### src/rtl/fetch_sequencer_if.sv
`default_nettype none
// ============================================================================
// Module   : fetch_sequencer_if
// Brief    : Control, datapath and program-memory signals around the fetch
//            sequencer; master = surrounding core, slave = sequencer.
// Revision : 1.0
// ============================================================================
interface fetch_sequencer_if;
  logic        halt;
  logic [7:0]  mem_rdata;
  logic        MC;
  logic        J;
  logic [15:0] jaddr;
  logic        WC;
  logic        carry_in;
  logic [15:0] pc;
  logic [7:0]  inst;
  logic        cycle;
  logic        carry;
  logic [15:0] instret;

  modport master (
    output halt, mem_rdata, MC, J, jaddr, WC, carry_in,
    input  pc, inst, cycle, carry, instret
  );

  modport slave (
    input  halt, mem_rdata, MC, J, jaddr, WC, carry_in,
    output pc, inst, cycle, carry, instret
  );
endinterface
`default_nettype wire

### src/rtl/fetch_sequencer.sv
`default_nettype none
// ============================================================================
// Module   : fetch_sequencer
// Brief    : PC / instruction register / phase / carry / retire counter for a
//            one- or two-cycle-per-instruction core.
// Revision : 1.0
// ============================================================================
module fetch_sequencer (
  input  logic              clk,
  input  logic              rst_n,
  fetch_sequencer_if.slave  bus
);

  typedef enum logic [0:0] {
    PH_FIRST  = 1'b0,
    PH_SECOND = 1'b1
  } phase_e;

  localparam logic [15:0] C_PC_RESET   = 16'h0000;
  localparam logic [7:0]  C_NOP        = 8'h00;

  phase_e      phase_q, phase_d;
  logic [15:0] pc_q, pc_d;
  logic [7:0]  inst_q, inst_d;
  logic        carry_q, carry_d;
  logic [15:0] instret_q, instret_d;
  logic        adv;

  // adv is low only in the first phase of a two-cycle instruction
  always_comb begin
    adv       = ~((phase_q == PH_FIRST) & bus.MC);
    phase_d   = phase_q;
    pc_d      = pc_q;
    inst_d    = inst_q;
    carry_d   = carry_q;
    instret_d = instret_q;
    if (!bus.halt) begin
      if (!adv) begin
        phase_d = PH_SECOND;
      end else begin
        phase_d   = PH_FIRST;
        instret_d = instret_q + 16'd1;
        if (bus.J) begin
          // the byte already fetched behind the jump is squashed to a NOP
          pc_d   = bus.jaddr;
          inst_d = C_NOP;
        end else begin
          pc_d   = pc_q + 16'd1;
          inst_d = bus.mem_rdata;
        end
        if (bus.WC) begin
          carry_d = bus.carry_in;
        end
      end
    end
  end

  always_ff @(posedge clk) begin
    if (!rst_n) begin
      phase_q   <= PH_FIRST;
      pc_q      <= C_PC_RESET;
      inst_q    <= C_NOP;
      carry_q   <= 1'b0;
      instret_q <= 16'h0000;
    end else begin
      phase_q   <= phase_d;
      pc_q      <= pc_d;
      inst_q    <= inst_d;
      carry_q   <= carry_d;
      instret_q <= instret_d;
    end
  end

  assign bus.pc      = pc_q;
  assign bus.inst    = inst_q;
  assign bus.cycle   = (phase_q == PH_SECOND);
  assign bus.carry   = carry_q;
  assign bus.instret = instret_q;

endmodule
`default_nettype wire
### src/flat_wrapper.sv
// flat-port wrapper written by rule: the top's interface ports become plain ports
module fetch_sequencer_flat 
  (clk, rst_n, bus_halt, bus_mem_rdata, bus_MC, bus_J, bus_jaddr, bus_WC, bus_carry_in, bus_pc, bus_inst, bus_cycle, bus_carry, bus_instret);
  fetch_sequencer_if bus_i ();
  input  logic clk;
  input  logic rst_n;
  input wire logic [$bits(bus_i.halt)-1:0] bus_halt;
  input wire logic [$bits(bus_i.mem_rdata)-1:0] bus_mem_rdata;
  input wire logic [$bits(bus_i.MC)-1:0] bus_MC;
  input wire logic [$bits(bus_i.J)-1:0] bus_J;
  input wire logic [$bits(bus_i.jaddr)-1:0] bus_jaddr;
  input wire logic [$bits(bus_i.WC)-1:0] bus_WC;
  input wire logic [$bits(bus_i.carry_in)-1:0] bus_carry_in;
  output wire logic [$bits(bus_i.pc)-1:0] bus_pc;
  output wire logic [$bits(bus_i.inst)-1:0] bus_inst;
  output wire logic [$bits(bus_i.cycle)-1:0] bus_cycle;
  output wire logic [$bits(bus_i.carry)-1:0] bus_carry;
  output wire logic [$bits(bus_i.instret)-1:0] bus_instret;
  assign bus_i.halt = bus_halt;
  assign bus_i.mem_rdata = bus_mem_rdata;
  assign bus_i.MC = bus_MC;
  assign bus_i.J = bus_J;
  assign bus_i.jaddr = bus_jaddr;
  assign bus_i.WC = bus_WC;
  assign bus_i.carry_in = bus_carry_in;
  assign bus_pc = bus_i.pc;
  assign bus_inst = bus_i.inst;
  assign bus_cycle = bus_i.cycle;
  assign bus_carry = bus_i.carry;
  assign bus_instret = bus_i.instret;
  fetch_sequencer u_core (.clk(clk), .rst_n(rst_n), .bus(bus_i));
endmodule
### config.mk
export PLATFORM = sky130hd
export DESIGN_NAME = fetch_sequencer_flat
export DESIGN_NICKNAME = d
export VERILOG_FILES = /design/src/rtl/fetch_sequencer_if.sv /design/src/rtl/fetch_sequencer.sv /design/src/flat_wrapper.sv
export SDC_FILE = /design/constraint.sdc
export NUM_CORES = 1
export LEC_CHECK = 0
export ABC_AREA = 0
export BUFFER_PORTS_ARGS = -buffer_cell sky130_fd_sc_hd__buf_2
export CELL_PAD_IN_SITES_DETAIL_PLACEMENT = 0
export CELL_PAD_IN_SITES_GLOBAL_PLACEMENT = 1
export CORE_UTILIZATION = 38
export DETAILED_ROUTE_END_ITERATION = 8
export HOLD_SLACK_MARGIN = 0.15
export PLACE_DENSITY_LB_ADDON = 0.25
export SYNTH_ARGS = -nofsm -noshare
export SYNTH_HDL_FRONTEND = slang
export SYNTH_SLANG_ARGS = --single-unit
### constraint.sdc
create_clock -name clk -period 2.75 [get_ports clk]
set_input_delay 0.275 -clock clk [delete_from_list [all_inputs] [get_ports clk]]
set_output_delay 0.275 -clock clk [all_outputs]
set_load 0.005 [all_outputs]
==> metrics.md, run 1 <==
| Metric | Value |
|---|---|
| Status | complete, no violations |
| Synth top area share | 39.0% |
| Drt total wl | 5690 um |
| Fmax | 0.538 GHz |
| Finished Layout Cells | 411 |
| DRT antenna net count | 0 |
| Clock slew at reported path FFs | 0.08 ns |
| Ports | 73 |
| Data required, critical path | 2.92 ns |
| Cts bufs inserted | 5 |
| Bufs and invs on worst path | 0 |
| First-pass GRT wire length | 9500 um |
| HP Class | input port to register |
| Num rows | 27 |
| Core area | 5470 um^2 |
| Crit-path slowest cell | nor4_1 |
| Worst path max stage delay | 0.54 ns |
| RSZ-0062 raised after global routing | no |
| Share of layout cells above drive strength 1 | 26.3% |
| Hold depth | 3 |
| CTS Hold Bufs | 0 |
| PortBufs | 72 |
| CP delay by family, top | simple AND/OR/NAND/NOR gates |
| Layout Nets | 371 |
| Post-CTS sizing | 0 |
| Pre-antenna DRT Iters | 4 |
| Design Area, Final | 2660 um^2 |
| Max Cap Violations | 0 |
| CP endpoint kind | register |
| Grt ovf | 0 |
| Synth Flop Type | dfxtp_1 |
| Die Wd | 77.3 um |
| Placer Congestion | 0.812 |
| DP Area | 2570 um^2 |
| Sequential fraction of the synthesis area | 39.0% |
| Max_slew headroom | 56.7% |
| TritonCTS clock tree | yes |
| DRT iter0 DRCs | 132 |
| GR peak layer | met2 |
| Clock Latency Late Sink | 0.29 ns |
| Mapped Cells | 274 |
| CP arrival | 2.03 ns |
| Sw Pwr | 319 uW |
| R2r setup slk | 0.89 ns |
| # clock sinks | 42 |
| Maximum vdd drop | 0.317 mV |
| Power Density | 457 nW/um^2 |
| Max-slew violations | 0 |
| GRT Overall Usage | 19.9% |
| Clock share of power | 34.0% |
| Full die area | 5980 um^2 |
| Vias in the first global route | 1958 |
| Reg-to-Reg Start | u_core.bus.pc[2] |
| Share of power burned in registers | 53.7% |
| Maximum clock path buffer count | 2 |
| Crit path time final | 1.86 ns |
| Via-to-Cell Ratio | 5.46 |
| Seq cells post-synth | 42 |
| Worst setup path start | u_core.bus.pc[2] |
| Root Buffer | clkbuf_8 |
| Die Height | 77.3 um |
| M2 GR Usage | 30.5% |
| Synth unique cells | 43 |
| Crit Path Category | register to register |
| Final Hold Fails | 0 |
| Switching Fraction | 26.3% |
| DRC | 0 |
| Largest net degree at the start of global routing | 36 |
| Synth area leaders | dfxtp_1, a21oi_1, nand2_1 |
| Post CTS Setup Buffer Count | 0 |
| Internal Power | 895 uW |
| Syn Area/Cell | 7.86 um^2 |
| DP HPWL | 4000 um |
| # H-tree levels | 2 |
| Diodes inserted | 0 |
| FFs w/ async S/R, synth | 0% |
| R2R depth | 4 |
| Per-cell routed wire length | 13.8 um |
| Syn_nets | 307 |
| Initial antenna violation count | 0 |
| Max FO, Critical Path | 10 |
| Via Count | 2245 |
| Mapped Area | 2150 um^2 |
| Tightest Pin Transition | 0.647 ns |
| Setup_tns | 0 ns |
| Final setup viols | 0 |
| Leak | 0.00104 uW |
| Yosys top cell by area | dfxtp_1 |
| Crit-path cells | nand4_1, nor4_1, mux2i_1, a31oi_1 |
| Post-synth EDFFs | 0 |
| Met3 GRT Util | 4.64% |
| GR Util met1 | 26.7% |
| Synth-to-Final Area Change | 23.4% |
| Cells after DPL | 403 |
| Hold_sp | bus_carry_in |
| CP Depth | 4 |
| Logic pwr share | 12.3% |
| Clock skew | 0.00688 ns |
| Startpoint Class | register |
| Yosys Warn Count | 0 |
| Starting density of the core | 39.4% |
| Fin crit share | 67.6% |
[cells in the mapped netlist, types with 2 or more instances]
master	n
dfxtp_1	42
a21oi_1	27
nand2_1	24
nor2_1	24
clkbuf_1	17
o21ai_0	16
nand3_1	14
nor4_1	12
nor4b_1	10
a31oi_1	8
or3_1	7
inv_1	6
mux2i_1	6
nand4_1	6
xnor2_1	6
nor3_1	5
nor2b_1	4
o31ai_1	4
and4_1	3
buf_2	3
nand2b_1	3
o211ai_1	3
a32oi_1	2
ha_1	2
o22ai_1	2
[worst register-to-register path: cells and delay by family, from the launching register on]
family / cells / cell delay, ns
AO/OA/AOI/OAI: 1 / 0.08
flip-flops: 1 / 0.51
multiplexers: 1 / 0.24
AND/OR/NAND/NOR: 2 / 0.90
[area by class of cell]
type / count / area [um^2]
clock buffers: 7 / 86.3
fillers: 598 / 2810
flip-flops and latches: 42 / 841
well taps: 72 / 90.1
inverters: 7 / 26.3
multi-input cells: 204 / 1200
repair buffers: 78 / 405
clock inverters: 1 / 5.00
[metrics by stage]
| stage | setup slack [ns] | power, uW | util (%) | hold slack [ns] |
|---|---|---|---|---|
| after CTS | 0.891 | 1230 | 48.6 | 0.221 |
| after global placement | 0.887 | 816 | 46.9 | 0.466 |
| final | 0.891 | 1210 | 48.6 | 0.231 |
| after global routing | 0.767 | 1290 | 48.6 | 0.242 |
| after detailed placement | 0.863 | 816 | 46.9 | 0.470 |
| after floorplan | 0.992 | 749 | - | 0.411 |
[cell usage in the layout, fill, tap and decap left out, types with 2 or more instances in the layout]
cell type,n
or3_1,7
inv_1,6
nor3_1,5
nor4_1,12
buf_4,6
ha_1,2
nand2_1,24
a21oi_1,27
dfxtp_1,42
xnor2_1,6
a31oi_1,8
buf_2,72
nor2_1,24
and4_1,3
nand3_1,14
o22ai_1,2
clkbuf_8,6
nor4b_1,10
a32oi_1,2
nand2b_1,3
mux2i_1,6
nor2b_1,4
o211ai_1,3
o31ai_1,4
nand4_1,6
o21ai_0,16
[state kept, by name, summed over array words and instances, names as in the netlist]
signal,cells
u_core.bus.pc,16
u_core.bus.carry,1
u_core.bus.instret,16
u_core.bus.inst,8
u_core.bus.cycle,1
[cells by family (layout without fill, tap and decap cells)]
kind of cell | Yosys count | count (layout) | share of synthesized area [%]
simple gates | 118 | 118 | 29.4
compound gates | 71 | 71 | 19.7
flops | 42 | 42 | 39.0
buf+inv | 28 | 93 | 5.05
xor+xnor | 7 | 7 | 2.85
mux | 6 | 6 | 2.79
fa+ha+maj | 2 | 2 | 1.16
[path summary, 6_finish.rpt]
path | end
setup reg to reg | u_core.bus.pc[15]
hold reg to reg | u_core.bus.instret[15]
setup / recovery | u_core.bus.pc[15]
hold / removal | u_core.bus.carry
[layer usage]
layer / share of wire, % / wire length [um] / vias up
met5: 0 / 0 / -
met4: 1.7 / 99 / 0
met3: 6.1 / 344 / 10
met2: 45 / 2570 / 71
met1: 47 / 2670 / 1031
li1: - / - / 1133
[power groups by stage]
stage / logic (uW) / registers (uW) / clock network, uW
6_report: 149 / 652 / 413
5_1_grt: 168 / 657 / 460
4_1_cts: 150 / 652 / 433
3_5_place_dp: 150 / 666 / 0
3_3_place_gp: 150 / 666 / 0
2_1_floorplan: 87.1 / 661 / 0
(Power assumes the default switching activity.)
==> run 2: changes to the inputs <==
--- a/config.mk
+++ b/config.mk
@@ -5,11 +5,11 @@
 export SDC_FILE = /design/constraint.sdc
 export NUM_CORES = 1
 export LEC_CHECK = 0
-export ABC_AREA = 0
+export ABC_AREA = 1
 export BUFFER_PORTS_ARGS = -buffer_cell sky130_fd_sc_hd__buf_2
 export CELL_PAD_IN_SITES_DETAIL_PLACEMENT = 0
 export CELL_PAD_IN_SITES_GLOBAL_PLACEMENT = 1
-export CORE_UTILIZATION = 38
+export CORE_UTILIZATION = 32
 export DETAILED_ROUTE_END_ITERATION = 8
 export HOLD_SLACK_MARGIN = 0.15
 export PLACE_DENSITY_LB_ADDON = 0.25
==> constraint.sdc (replaced) <==
create_clock -name clk -period 1.5 [get_ports clk]
set_input_delay 0.15 -clock clk [delete_from_list [all_inputs] [get_ports clk]]
set_output_delay 0.15 -clock clk [all_outputs]
set_load 0.005 [all_outputs]
==> run 2 against run 1 <==
Against the previous run: core utilization decreased by 4.0 points; first-iteration DRC count decreased by 17%; clock skew decreased by 0.0012 ns; via count increased by 4.2%; worst setup slack got worse by 0.81 ns; area after synthesis increased by 3.2%; critical path depth increased by 4; critical endpoint is now u_core.bus.inst[5]; largest power group unchanged.
==> metrics.md, run 2 <==
| Metric | Value |
|---|---|
| Most frequent cells in the layout | nand2_1, buf_2, nor2_1 |
| Tightest Pin Transition | 0.271 ns (-0.376 ns) |
| Syn Area/Cell | 7.08 um^2 (-10%) |
| Cells after DPL | 470 (+17%) |
| First-pass GRT wire length | 10100 um (+6.1%) |
| Clock slew at reported path FFs | 0.08 ns (about the same) |
| Final setup viols | 0 (unchanged) |
| Clock share of power | 34.1% (about the same) |
| Ports | 73 (unchanged) |
| Via Count | 2339 (+4.2%) |
| Setup_tns | 0 ns (unchanged) |
| Share of power burned in registers | 51.5% (-2.2 points) |
| Starting density of the core | 32.9% (-6.5 points) |
| Logic pwr share | 14.4% (+2.1 points) |
| Leak | 0.00133 uW (+28%) |
| HP Class | input port to register |
| DRT iter0 DRCs | 110 (-17%) |
| Footprint of the multi-input gates | 1210 um^2 (+0.73%) |
| Most frequent cell after synthesis | nand2_1 |
| Sequential fraction of the synthesis area | 37.8% (-1.2 points) |
| Die Height | 85.4 um (+10%) |
| Worst path max stage delay | 0.53 ns (about the same) |
| Hold WS | 0.149 ns (-0.0819 ns) |
| TritonCTS clock tree | yes |
| RSZ-0062 raised after global routing | no |
| CP endpoint kind | register |
| Register Area | 845 um^2 (+0.45%) |
| Vias in the first global route | 2090 (+6.7%) |
| Power Density | 773 nW/um^2 (+69%) |
| DRC | 0 (unchanged) |
| Mapped Cells | 314 (+15%) |
| GRT Overall Usage | 17.5% (-2.4 points) |
| Mapped Area | 2220 um^2 (+3.2%) |
| PortBufs | 72 (unchanged) |
| # H-tree levels | 2 (unchanged) |
| Pre-antenna DRT Iters | 4 (unchanged) |
| Layout fillers | 735 (+23%) |
| Synth-to-Final Area Change | 35.3% |
| Final Hold Fails | 0 (unchanged) |
| Bufs and invs on worst path | 5 (+5) |
| Internal Power | 1690 uW (+89%) |
| Yosys Warn Count | 0 (unchanged) |
| FFs w/ async S/R, synth | 0% (unchanged) |
| Max Cap Violations | 0 (unchanged) |
| Synth Flop Type | dfxtp_1 |
| Crit-path slowest cell | dlygate4sd3_1 |
| Core area | 6760 um^2 (+23%) |
| Crit Path Category | input port to register |
| Die Wd | 85.4 um (+10%) |
| Startpoint Class | input port |
| Crit path time final | 1.42 ns |
| Switching Fraction | 27.3% (+1.0 points) |
| Finished Layout Cells | 497 (+21%) |
| Via-to-Cell Ratio | 4.71 (-14%) |
| Status | complete, no violations |
| Fin crit share | 94.4% |
| Layout Nets | 449 (+21%) |
| Seq cells post-synth | 42 (unchanged) |
| Drt total wl | 6200 um (+9.0%) |
| Grt ovf | 0 (unchanged) |
| Sw Pwr | 635 uW (+99%) |
| Syn_nets | 347 (+13%) |
| Share of layout cells above drive strength 1 | 30.2% (+4.0 points) |
| Max FO, Critical Path | 11 (+1) |
| Max-slew violations | 0 (unchanged) |
| Clock Latency Late Sink | 0.30 ns (about the same) |
| Crit-path cells | dlygate4sd3_1, buf_2, inv_2, nand2_4, inv_4, nor2_2, buf_4, a32o_1 |
| DRT antenna net count | 0 (unchanged) |
| CP arrival | 1.61 ns (-0.42 ns) |
| Clock skew | 0.00571 ns (-0.00117 ns) |
| Num rows | 30 (+11%) |
| Data required, critical path | 1.69 ns (-1.23 ns) |
| CP delay by family, top | buffers and inverters |
| Full die area | 7290 um^2 (+22%) |
| # clock sinks | 42 (unchanged) |
| Fmax | 0.706 GHz |
| Placer Congestion | 0.741 (-8.8%) |
| Design Area, Final | 3010 um^2 (+13%) |
| Most instantiated cells after synthesis | nand2_1, nor2_1, dfxtp_1, inv_1, a21oi_1 |
| Per-cell routed wire length | 12.5 um (-9.9%) |
| Root Buffer | clkbuf_8 |
| Diodes inserted | 0 (unchanged) |
| Post-synth EDFFs | 0 (unchanged) |
| DP HPWL | 4520 um (+13%) |
| Most common cell after layout, fill and taps aside | nand2_1 |
| Largest net degree at the start of global routing | 22 (-39%) |
| Synth top area share | 37.8% (-1.2 points) |
| Maximum vdd drop | 0.405 mV (+28%) |
| Max_slew headroom | 81.8% (+25 points) |
| DP Area | 2720 um^2 (+5.9%) |
| Initial antenna violation count | 0 (unchanged) |
| Synth area leaders | dfxtp_1, nand2_1, nor2_1 |
| Yosys top cell by area | dfxtp_1 |
| Synth unique cells | 35 (-19%) |
| Cts bufs inserted | 5 (unchanged) |
| Maximum clock path buffer count | 2 (unchanged) |
==> run 2: cell types whose count changed after synthesis, sizes merged, moves of 11 or more <==
| cell | before | now |
|---|---|---|
| a21oi | 27 | 16 |
| clkbuf | 17 | 0 |
| inv | 6 | 32 |
| nand2 | 24 | 84 |
| nor2 | 24 | 51 |
| nor4 | 12 | 1 |
==> run 2: path summary, 6_finish.rpt <==
check,start,to,slack (ns),depth (start not counted)
worst max-delay path,bus_halt,u_core.bus.inst[5],0.08,8
worst min-delay path,bus_jaddr[11],u_core.bus.pc[11],0.15,3
worst max register to register,u_core.bus.instret[1],u_core.bus.instret[14],0.13,6
worst min register to register,u_core.bus.carry,u_core.bus.carry,0.47,2
==> run 2: cell families after synthesis <==
| family | after synthesis | share of synthesized area, % |
|---|---|---|
| AND/OR/NAND/NOR | 167 | 35.2 |
| AO/OA/AOI/OAI | 57 | 15.5 |
| flip-flops | 42 | 37.8 |
| buffers and inverters | 40 | 7.93 |
| XOR/XNOR | 5 | 1.97 |
| adder cells (fa/ha/maj) | 2 | 1.13 |
| multiplexers | 1 | 0.450 |
==> run 2: worst reg2reg max path, cell delays in order (launching register included) <==
cell and delay (ns):
dfxtp_1 0.42, ha_1 0.22, nand3_2 0.12, nor2_4 0.17, nand4_1 0.14, nor3_1 0.15, nor2_1 0.06
==> run 2: routing by layer <==
| layer | wire [um] | track usage [%] | vias up | part of all wire, % |
|---|---|---|---|---|
| met4 | 55 | 4.09 | 0 | 0.89 |
| met2 | 2700 | 27.1 | 46 | 44 |
| li1 | - | - | 1241 | - |
| met1 | 3170 | 24.7 | 1046 | 51 |
| met5 | 0 | 0 | - | 0 |
| met3 | 271 | 4.09 | 6 | 4.4 |
==> run 2: repair_timing <==
item                                    in CTS  in global routing
endpoints found under the setup margin       0                  8
hold buffers                                16                  0
buffers inserted                             0                  3
gates resized for setup                      0                  5
hold endpoints to repair                    15                  0
==> run 2: per-stage QoR <==
step                total power, uW  setup slack [ns]  utilization (%)
finish                         2330            0.0836             44.5
global route                   2440           0.00365             44.5
CTS                            2340            0.0426             44.0
detailed placement             1520            0.0767             40.3
global placement               1520             0.126             40.3
floorplan                      1380             0.172                -
==> run 2: area by class of cell <==
class,instances,share of cell area [%]
Sequential cell,42,28.1
Inverter,32,4.07
Timing Repair Buffer,103,21.0
Multi-Input combinational cell,232,40.3
Clock inverter,2,0.416
Tap cell,80,3.33
Clock buffer,6,2.74
==> run 2: power groups by stage <==
stage / registers, uW / logic, uW / clock network [uW]
2_1_floorplan: 1230 / 157 / 0
3_3_place_gp: 1220 / 301 / 0
3_5_place_dp: 1220 / 302 / 0
4_1_cts: 1200 / 335 / 804
5_1_grt: 1210 / 375 / 861
6_report: 1200 / 335 / 792
==> run 3: changes to the inputs <==
--- a/config.mk
+++ b/config.mk
@@ -9,10 +9,13 @@
 export BUFFER_PORTS_ARGS = -buffer_cell sky130_fd_sc_hd__buf_2
 export CELL_PAD_IN_SITES_DETAIL_PLACEMENT = 0
 export CELL_PAD_IN_SITES_GLOBAL_PLACEMENT = 1
+export CORE_ASPECT_RATIO = 1.2
 export CORE_UTILIZATION = 32
 export DETAILED_ROUTE_END_ITERATION = 8
 export HOLD_SLACK_MARGIN = 0.15
 export PLACE_DENSITY_LB_ADDON = 0.25
+export SETUP_SLACK_MARGIN = 0.5
 export SYNTH_ARGS = -nofsm -noshare
 export SYNTH_HDL_FRONTEND = slang
 export SYNTH_SLANG_ARGS = --single-unit
+export TNS_END_PERCENT = 30
==> run 3 against run 2 <==
Against the previous run: non-clock buffer count up 28; via count is 6.4% higher; die area about the same; fmax up 11%; largest cell class unchanged; register-to-register slack gained 0.09 ns; worst setup slack gained 0.14 ns; routed wire length up 8.9%; largest power group unchanged; flip-flop and latch count unchanged; clock-buffer cell count up 2; clock power up 26%; worst hold slack improved by 0.015 ns; core utilization rose by 9.4 points.
==> metrics.md, run 3 (synthesis results as in run 2) <==
| Metric | Value |
|---|---|
| Grt ovf | 0 (unchanged) |
| Via Count | 2489 (+6.4%) |
| DRT antenna net count | 0 (unchanged) |
| Pwr Total | 2610 uW (+12%) |
| Final Hold Fails | 0 (unchanged) |
| # H-tree levels | 2 (unchanged) |
| Setup_tns | 0 ns (unchanged) |
| Fin crit share | 85.1% (-9.4 points) |
| Crit-path slowest cell | dfxtp_2 |
| Crit path time final | 1.28 ns (-0.140 ns) |
| Max_slew headroom | 80.1% (-1.7 points) |
| Initial antenna violation count | 0 (unchanged) |
| Vias in the first global route | 2304 (+10%) |
| Root Buffer | clkbuf_8 |
| Maximum clock path buffer count | 2 (unchanged) |
| CP delay by family, top | simple AND/OR/NAND/NOR gates |
| Most common cell after layout, fill and taps aside | buf_2 |
| Max-slew violations | 0 (unchanged) |
| Die Wd | 78.1 um (-8.5%) |
| Power Density | 737 nW/um^2 (-4.6%) |
| Tightest Pin Transition | 0.297 ns (+0.0263 ns) |
| Full die area | 7290 um^2 (about the same) |
| Synth-to-Final Area Change | 59.1% |
| Fmax | 0.784 GHz (+11%) |
| Placer Congestion | 0.806 (+8.7%) |
| Worst path max stage delay | 0.33 ns (-0.20 ns) |
| Most frequent cells in the layout | buf_2, nand2_1, nor2_1 |
| Crit-path cells | inv_2, nand2_4, nand2_8, inv_8, nor2_4, clkbuf_16, a32o_1 |
| Clock Latency Late Sink | 0.30 ns (about the same) |
| Register Area | 890 um^2 (+5.3%) |
| Via-to-Cell Ratio | 4.70 (-0.21%) |
| Clock slew at reported path FFs | 0.09 ns (about the same) |
| Final setup viols | 0 (unchanged) |
| RSZ-0062 raised after global routing | yes |
| Pre-antenna DRT Iters | 4 (unchanged) |
| CP arrival | 1.52 ns (-0.09 ns) |
| Cts bufs inserted | 5 (unchanged) |
| Clock skew | 0.0137 ns (+0.00800 ns) |
| Layout Nets | 477 (+6.2%) |
| First-pass GRT wire length | 10900 um (+7.8%) |
| Leak | 0.00157 uW (+18%) |
| Crit Path Category | register to register |
| Final Core Density | 53.9% (+9.4 points) |
| Layout fillers | 672 (-8.6%) |
| Per-cell routed wire length | 12.7 um (+2.1%) |
| Maximum vdd drop | 0.416 mV (+2.7%) |
| DRT iter0 DRCs | 72 (-35%) |
| Data required, critical path | 1.75 ns (+0.06 ns) |
| Num rows | 32 (+6.7%) |
| DRC | 0 (unchanged) |
| HP Class | input port to register |
| Drt total wl | 6750 um (+8.9%) |
| Share of layout cells above drive strength 1 | 44.3% (+14 points) |
| PortBufs | 72 (unchanged) |
| GRT Overall Usage | 19.0% (+1.5 points) |
| Footprint of the multi-input gates | 1370 um^2 (+13%) |
| Ports | 73 (unchanged) |
| Largest net degree at the start of global routing | 27 (+23%) |
| DP HPWL | 4610 um (+2.1%) |
| Diodes inserted | 0 (unchanged) |
| Bufs and invs on worst path | 3 (-2) |
| # clock sinks | 42 (unchanged) |
| Max FO, Critical Path | 8 (-3) |
| Core area | 6570 um^2 (-2.8%) |
| TritonCTS clock tree | yes |
| Die Height | 93.3 um (+9.3%) |
| Starting density of the core | 33.9% (+0.95 points) |
| CP endpoint kind | register |
| Max Cap Violations | 0 (unchanged) |
| Hold WS | 0.165 ns (+0.0153 ns) |
| Startpoint Class | register |
| Status | complete, no violations |
-- run 3: final cells by class --
| type | count | share of cell area (%) |
|---|---|---|
| Multi-Input combinational cell | 232 | 38.8 |
| Timing Repair Buffer | 131 | 25.6 |
| Sequential cell | 42 | 25.1 |
| Inverter | 32 | 3.75 |
| Tap cell | 85 | 3.01 |
| Clock buffer | 8 | 3.75 |
-- run 3: metal layers --
metal  up-vias  GRT usage (%)  routed length, um
li1       1294              -                  -
met1      1137           21.5               2860
met2        49           35.5               3550
met3         9           3.51                229
met4         0           5.71                107
met5         -              0                  0
-- run 3: where the power goes --
group | switching [uW] | internal (uW) | leakage, uW
registers | 49.3 | 1150 | 0.000355
logic | 197 | 216 | 0.00115
clock network | 420 | 577 | 0.0000678
total | 666 | 1940 | 0.00157
-- run 3: metrics by stage --
step / std cells / area, um^2 / setup WS [ns]
final: 530 / 3540 / 0.224
after CTS: 523 / 3400 / 0.228
after global placement: 476 / 2840 / 0.178
after global routing: 530 / 3540 / 0.113
after detailed placement: 476 / 2840 / 0.166
after floorplan: 314 / 2310 / 0.260
-- run 3: worst min-delay path, stage by stage --
cell and delay, ns:
buf_2 0.08, o21ai_0 0.08, o21ai_1 0.12
-- run 3: path summary, 6_finish.rpt --
check	cells after the start	to	from	slack, ns
max	7	u_core.bus.inst[7]	u_core.bus.cycle	0.22
min	3	u_core.bus.pc[11]	bus_jaddr[11]	0.16
max reg2reg	7	u_core.bus.inst[7]	u_core.bus.cycle	0.22
min reg2reg	1	u_core.bus.inst[0]	u_core.bus.inst[0]	0.46
-- run 3: repair_timing --
item / in CTS / in global routing
setup buffers: 21 / 6
hold buffers: 18 / 0
gates resized for setup: 37 / 20
hold endpoints to repair: 17 / 0
pin swaps: 20 / 9
cloned: 0 / 1
endpoints found under the setup margin: 57 / 64
